==> src/rtl/bist_fail_log.sv <==
// BIST failure logger: captures {addr, exp, act} of each RUN-state miscompare into a depth-entry FIFO, visible 1 cycle later, drained by valid/ready.
// Full FIFO drops the record and sets sticky overflow; optional BIST_LOG_DROP_CNT_EN adds a saturating 8-bit drop_count.
module bist_fail_log #(
  parameter int a_width = 4,
  parameter int width   = 4,
  parameter int depth   = 4
) (
  input  logic                       clk,
  input  logic                       rst,
  input  logic                       start,
  input  logic                       done,
  input  logic                       cmp_valid,
  input  logic                       is_equal,
  input  logic [a_width-1:0]         address,
  input  logic [width-1:0]           data_exp,
  input  logic [width-1:0]           data_act,
  output logic                       log_valid,
  input  logic                       log_ready,
  output logic [a_width-1:0]         log_addr,
  output logic [width-1:0]           log_exp,
  output logic [width-1:0]           log_act,
  output logic [$clog2(depth):0]     log_count,
  output logic                       overflow,
`ifdef BIST_LOG_DROP_CNT_EN
  output logic [7:0]                 drop_count,
`endif
  output logic                       state_run,
  output logic                       report
);

  localparam int PW = $clog2(depth);
  localparam int CW = PW + 1;

  typedef enum logic [1:0] {IDLE, RUN, REPORT} state_e;

  typedef struct packed {
    logic [a_width-1:0] addr;
    logic [width-1:0]   exp;
    logic [width-1:0]   act;
  } rec_t;

  state_e          state_q, state_d;
  logic            state_run_q, state_run_d;
  logic            report_q, report_d;
  logic [PW-1:0]   wr_ptr_q, wr_ptr_d;
  logic [PW-1:0]   rd_ptr_q, rd_ptr_d;
  logic [CW-1:0]   count_q, count_d;
  logic            overflow_q, overflow_d;
  rec_t            mem_q [depth];
  rec_t            head;
  logic            full, push_req, pop, push, drop, wr_en;
`ifdef BIST_LOG_DROP_CNT_EN
  logic [7:0]      drop_cnt_q, drop_cnt_d;
`endif

  assign full      = (count_q == CW'(depth));
  assign log_valid = (count_q != '0);
  assign push_req  = (state_q == RUN) && cmp_valid && !is_equal;
  assign pop       = log_valid && log_ready;
  // A full FIFO still accepts a push when the head leaves in the same cycle.
  assign push      = push_req && (!full || pop);
  assign drop      = push_req && full && !pop;
  assign head      = mem_q[rd_ptr_q];

  always_comb begin
    state_d    = state_q;
    wr_ptr_d   = wr_ptr_q;
    rd_ptr_d   = rd_ptr_q;
    count_d    = count_q;
    overflow_d = overflow_q;
    wr_en      = 1'b0;
`ifdef BIST_LOG_DROP_CNT_EN
    drop_cnt_d = drop_cnt_q;
`endif
    if (start) begin
      state_d    = RUN;
      wr_ptr_d   = '0;
      rd_ptr_d   = '0;
      count_d    = '0;
      overflow_d = 1'b0;
`ifdef BIST_LOG_DROP_CNT_EN
      drop_cnt_d = '0;
`endif
    end else begin
      unique case (state_q)
        IDLE:    state_d = IDLE;
        RUN:     if (done) state_d = REPORT;
        REPORT:  if (!log_valid) state_d = IDLE;
        default: state_d = IDLE;
      endcase
      if (push) begin
        wr_en    = 1'b1;
        wr_ptr_d = wr_ptr_q + PW'(1);
      end
      if (pop) rd_ptr_d = rd_ptr_q + PW'(1);
      count_d = count_q + CW'(push) - CW'(pop);
      if (drop) begin
        overflow_d = 1'b1;
`ifdef BIST_LOG_DROP_CNT_EN
        if (drop_cnt_q != 8'hFF) drop_cnt_d = drop_cnt_q + 8'd1;
`endif
      end
    end
    state_run_d = (state_d == RUN);
    report_d    = (state_d == REPORT);
  end

  always_ff @(posedge clk) begin
    if (rst) begin
      state_q     <= IDLE;
      state_run_q <= 1'b0;
      report_q    <= 1'b0;
      wr_ptr_q    <= '0;
      rd_ptr_q    <= '0;
      count_q     <= '0;
      overflow_q  <= 1'b0;
`ifdef BIST_LOG_DROP_CNT_EN
      drop_cnt_q  <= '0;
`endif
      for (int i = 0; i < depth; i++) mem_q[i] <= '0;
    end else begin
      state_q     <= state_d;
      state_run_q <= state_run_d;
      report_q    <= report_d;
      wr_ptr_q    <= wr_ptr_d;
      rd_ptr_q    <= rd_ptr_d;
      count_q     <= count_d;
      overflow_q  <= overflow_d;
`ifdef BIST_LOG_DROP_CNT_EN
      drop_cnt_q  <= drop_cnt_d;
`endif
      if (wr_en) mem_q[wr_ptr_q] <= '{addr: address, exp: data_exp, act: data_act};
    end
  end

  assign log_addr  = head.addr;
  assign log_exp   = head.exp;
  assign log_act   = head.act;
  assign log_count = count_q;
  assign overflow  = overflow_q;
  assign state_run = state_run_q;
  assign report    = report_q;
`ifdef BIST_LOG_DROP_CNT_EN
  assign drop_count = drop_cnt_q;
`endif

endmodule

==> config.mk <==
export PLATFORM = sky130hd
export DESIGN_NAME = bist_fail_log
export DESIGN_NICKNAME = d
export VERILOG_FILES = /design/src/rtl/bist_fail_log.sv
export SDC_FILE = /design/constraint.sdc
export NUM_CORES = 1
export LEC_CHECK = 0
export ABC_AREA = 1
export CORE_MARGIN = 2
export CORE_UTILIZATION = 58
export CTS_CLUSTER_DIAMETER = 120
export CTS_CLUSTER_SIZE = 20
export DETAILED_ROUTE_END_ITERATION = 10
export GPL_ROUTABILITY_DRIVEN = 0
export PLACE_DENSITY = 0.85
export SKIP_CTS_REPAIR_TIMING = 1
export SLEW_MARGIN = 0
export SYNTH_ARGS = -nofsm -noshare
export SYNTH_HDL_FRONTEND = slang
export SYNTH_SLANG_ARGS = --single-unit
==> constraint.sdc <==
create_clock -name clk -period 3.7 [get_ports clk]
set_clock_uncertainty 0.1 [all_clocks]
set_input_delay 0.555 -clock clk [delete_from_list [all_inputs] [get_ports clk]]
set_output_delay 0.555 -clock clk [all_outputs]
set_load 0.01 [all_outputs]
== Yosys cells after proc, flatten, opt, wreduce, memory -nomap -nowiden ==
Memory sizes are Yosys's and may differ from the RTL's. A register that Yosys moved wholly into a read port is not among the register bits.
Index checks and enable logic that the tools add are counted.

* Multiply operators: 0
* Equal/unequal tests: 5
* Shift operators: 0
* $add $sub $neg: 4
* Magnitude comparators: 0
* Multiplexer cells: 16
* Bitwise logic cells: 0
* Reductions and logical operators: 13
* Divide/modulo/power cells: 0

{| class="wikitable"
|+ Operators with widths
! kind !! count
|-
| 2-to-1 mux 12 bit || 1
|-
| 2-to-1 mux 2 bit || 6
|-
| OR reduction 12 bit || 1
|-
| 2-to-1 mux 1 bit || 8
|-
| logical AND 1 bit || 6
|-
| adder 2 x 1 -> 2 bit (second input constant) || 2
|-
| equality test 2 x 1 -> 1 bit (second input constant) || 2
|-
| equality test 2 bit (second input constant) || 2
|-
| case mux 2 bit (2 select lines) || 1
|-
| adder 3 x 1 -> 3 bit || 1
|-
| equality test 3 bit (second input constant) || 1
|-
| zero test 1 bit || 3
|-
| nonzero test 3 bit || 1
|-
| subtractor 3 x 1 -> 3 bit || 1
|-
| OR reduction 2 bit || 1
|-
| logical OR 1 bit || 1
|}

* Latch bits: 0
* Register bits: 12
* Input bits: 19
* Memories kept: 1
* Memory bits (writable): 48
* Logic and storage cells: 46
* Bits in read-only memories: 0
* Output and inout port bits: 19

{| class="wikitable"
|+ Memories
! name !! words !! bits a word !! read ports !! clocked after Yosys merged registers in !! wr ports !! RTL line !! source
|-
| mem_q || 4 || 12 || 1 || 1 || 4 || 49 || <nowiki>rec_t mem_q [depth];</nowiki>
|}

== Depth between registers and ports, before layout ==
* Depth in word-level cells: 11
* Gate-level depth with buffers: 12
* Depth with buffers taken out: 12

== Worst setup path after synthesis ==
OpenSTA, ideal clock, no wires.

* Path type: in2reg
* Start: input start
* End: memory mem_q[0][0] in the netlist's numbering (enable)
* Path buffers: 0
* Cell stages on the path: 3
* Arrival: 1.869 ns
* Library setup time: 0.398 ns
* Required time: 3.202 ns
* Path slack: 1.333 ns
* Path through: nor2_2 -> nand4_1 -> o21ai_0

{| class="wikitable"
|+ RTL lines
! element !! RTL line !! source
|-
| start, declared || 10 || <nowiki>input logic start,</nowiki>
|-
| end, declared || 49 ||
|}

==> metrics.md <==
| Metric | Value |
|---|---|
| Period Utilization, post-route | `79.3%` |
| WL/cell | `14.7 µm` |
| Type of the worst setup path | `reg -> out` |
| Mean post-synth cell area | `10.0 µm²` |
| Hold Crit Depth | `2` |
| Leakage power | `0.00131 µW` |
| Clock transition at path regs | `0.06 ns` |
| Worst-Margin Slew | `0.782 ns` |
| Initial Util | `59.2%` |
| Power density cells | `419 mW/mm²` |
| Hold crit path type | `reg -> reg` |
| Iter 0 DRT Violations | `237` |
| Netlist cell types | `26` |
| Slew Limit Fails | `0` |
| Final Cell Area | `0.00333 mm²` |
| Core Area | `0.00466 mm²` |
| Number of global-route vias before repair | `1936` |
| Final setup fails | `0` |
| Crit start category | `register` |
| FILL cells | `338` |
| Vias per cell | `5.38` |
| CTS Buffer Depth | `2` |
| CP arrival | `2.28 ns` |
| Root Buffer | `clkbuf_8` |
| FMAX | `341 MHz` |
| Die ar. | `0.00533 mm²` |
| Mapped Cells | `275` |
| Clock net sink count | `62` |
| Max_slew headroom | `47.8%` |
| Final hold vios | `0` |
| CTS buffer count | `9` |
| I/O pins | `38` |
| Maximum number of pins on one net before global-route repair | `26` |
| DRC viols | `0` |
| Crit. End Element | `output port` |
| Seq/Total Area, Yosys | `62.3%` |
| Period minus WS final | `2.93 ns` |
| # H-tree levels | `3` |
| Global Route Usage Sum | `23.3%` |
| Critical Path RT | `3.04 ns` |
| Share of cells above drive strength 1 | `10.3%` |
| DP HPWL | `3490 µm` |
| Most used DFF post-synth | `edfxtp_1` |
| Antenna-violating nets left | `0` |
| Area Growth Syn to Fin | `20.6%` |
| GR Overflow Total | `0` |
| EDFF count, synth | `48` |
| RSZ-0062 raised after global routing | `false` |
| Commonest non-fill, non-tap cell in the layout | `nor2_1` |
| MaxCap Viol Count | `0` |
| Placement Rows | `25` |
| Total chip power | `1390 µW` |
| Global-route wire length before repair | `9120 µm` |
| Ys Warns | `0` |
| Setup TNS | `0 ns` |
| FF+latch count, synth | `62` |
| Placed instance area | `0.00316 mm²` |
| 1st-pass router iterations | `5` |
| Die H | `73 µm` |
| Outcome | `completed` |
| N_diodes | `0` |
| Most frequent cells in the layout | `nor2_1 (58), edfxtp_1 (48), clkdlybuf4s50_1 (37)` |
| Port bufs | `37` |
| Critical path peak fanout | `25` |
| Final #Nets | `339` |
| Cell count of the worst reg-to-reg path | `12` |
| Clk Latency, worst-skew pair | `0.34 ns` |
| Vias | `2007` |
| Worst VDD drop | `201 µV` |
| Initial antenna violation count | `0` |
| Post-synthesis async set-or-reset flop share | `0%` |
| Die X | `73 µm` |
| CTS tree | `yes` |
| Total nets after synthesis | `299` |
| Netlist area before placement | `0.00276 mm²` |
| WL final | `5470 µm` |
-- cells in the mapped netlist (2+ instances only) --
library cell  count  area [µm²]
nand2_1          20        75.1
a21oi_1           5        25.0
inv_2             2        7.51
edfxtp_1         48        1440
o21ai_0          27         135
o22ai_1          12        75.1
clkbuf_1          7        26.3
buf_2             2        10.0
nor3_1           18        90.1
inv_1            33         124
dfxtp_1          14         280
ha_1              4        50.1
nor2_2           11        68.8
nand3_1           2        10.0
nor2_1           58         218
buf_6             2        22.5
-- path summary, 6_finish.rpt --
check,start,end,slack [ns]
max,register,log_addr[0],0.77
min,wr_ptr_q[1],wr_ptr_q[1],0.38
max reg2reg,state_q[1],log_count[2],1.32
min reg2reg,wr_ptr_q[1],wr_ptr_q[1],0.38
-- power by group --
group | total, µW | switching [µW] | internal (µW) | leakage (µW)
Sequential | 779 | 7.74 | 771 | 0.000604
Combinational | 99.5 | 52.9 | 46.7 | 0.000624
Clock | 516 | 240 | 276 | 0.0000865
Total | 1390 | 301 | 1090 | 0.00131
-- sequential cells by signal (all words and copies together) (netlist names), named ones only --
register,count
mem_q,48
log_count,3
rd_ptr_q,2
state_q,2
wr_ptr_q,2
overflow,1
report,1
state_run,1
-- critical path, cell delays in order, from the launching register on --
cell and delay [ns]:
dfxtp_1 0.30, buf_4 0.21, inv_1 0.52, o21ai_0 0.20, o22ai_1 0.16, clkdlybuf4s50_1 0.56
-- routing by layer --
metal	global-route usage, %	vias up	share of wire (%)
met5	0	-	0
met4	9.88	0	2.0
met3	6.22	11	7.8
met2	37.6	77	49
met1	29.6	919	41
li1	-	1000	-
-- cells by family (layout without fill, tap and decap cells) --
group | Yosys count | after routing | share of synthesized area, %
adders and majority gates | 5 | 5 | 2.54
AOI/OAI and AO/OA | 44 | 44 | 8.52
xor gates and xnor gates | 2 | 2 | 0.634
and+or+nand+nor | 116 | 116 | 19.1
DFF | 62 | 62 | 62.3
buffers and inverters | 46 | 90 | 6.89
-- stage by stage --
stage | hold WS (ns) | worst slack, ns | std cells | utilization, %
2_1_floorplan | 0.333 | 1.33 | 275 | -
3_3_place_gp | 0.357 | 0.957 | 358 | 67.9
3_5_place_dp | 0.365 | 0.863 | 358 | 67.9
4_1_cts | 0.374 | 0.736 | 373 | 71.5
5_1_grt | 0.407 | 0.552 | 373 | 71.5
6_report | 0.375 | 0.766 | 373 | 71.5
-- layout make-up --
class                      count  area [µm²]  area share, %
clock buffer                  14         163           4.88
timing repair buffer          40         393           11.8
clock inverter                 1        5.00          0.150
sequential                    62        1720           51.7
tap                           54        67.6           2.03
multi-input combinational    167         850           25.5
inverter                      35         131           3.94
Power figures use the tool's default switching activity.
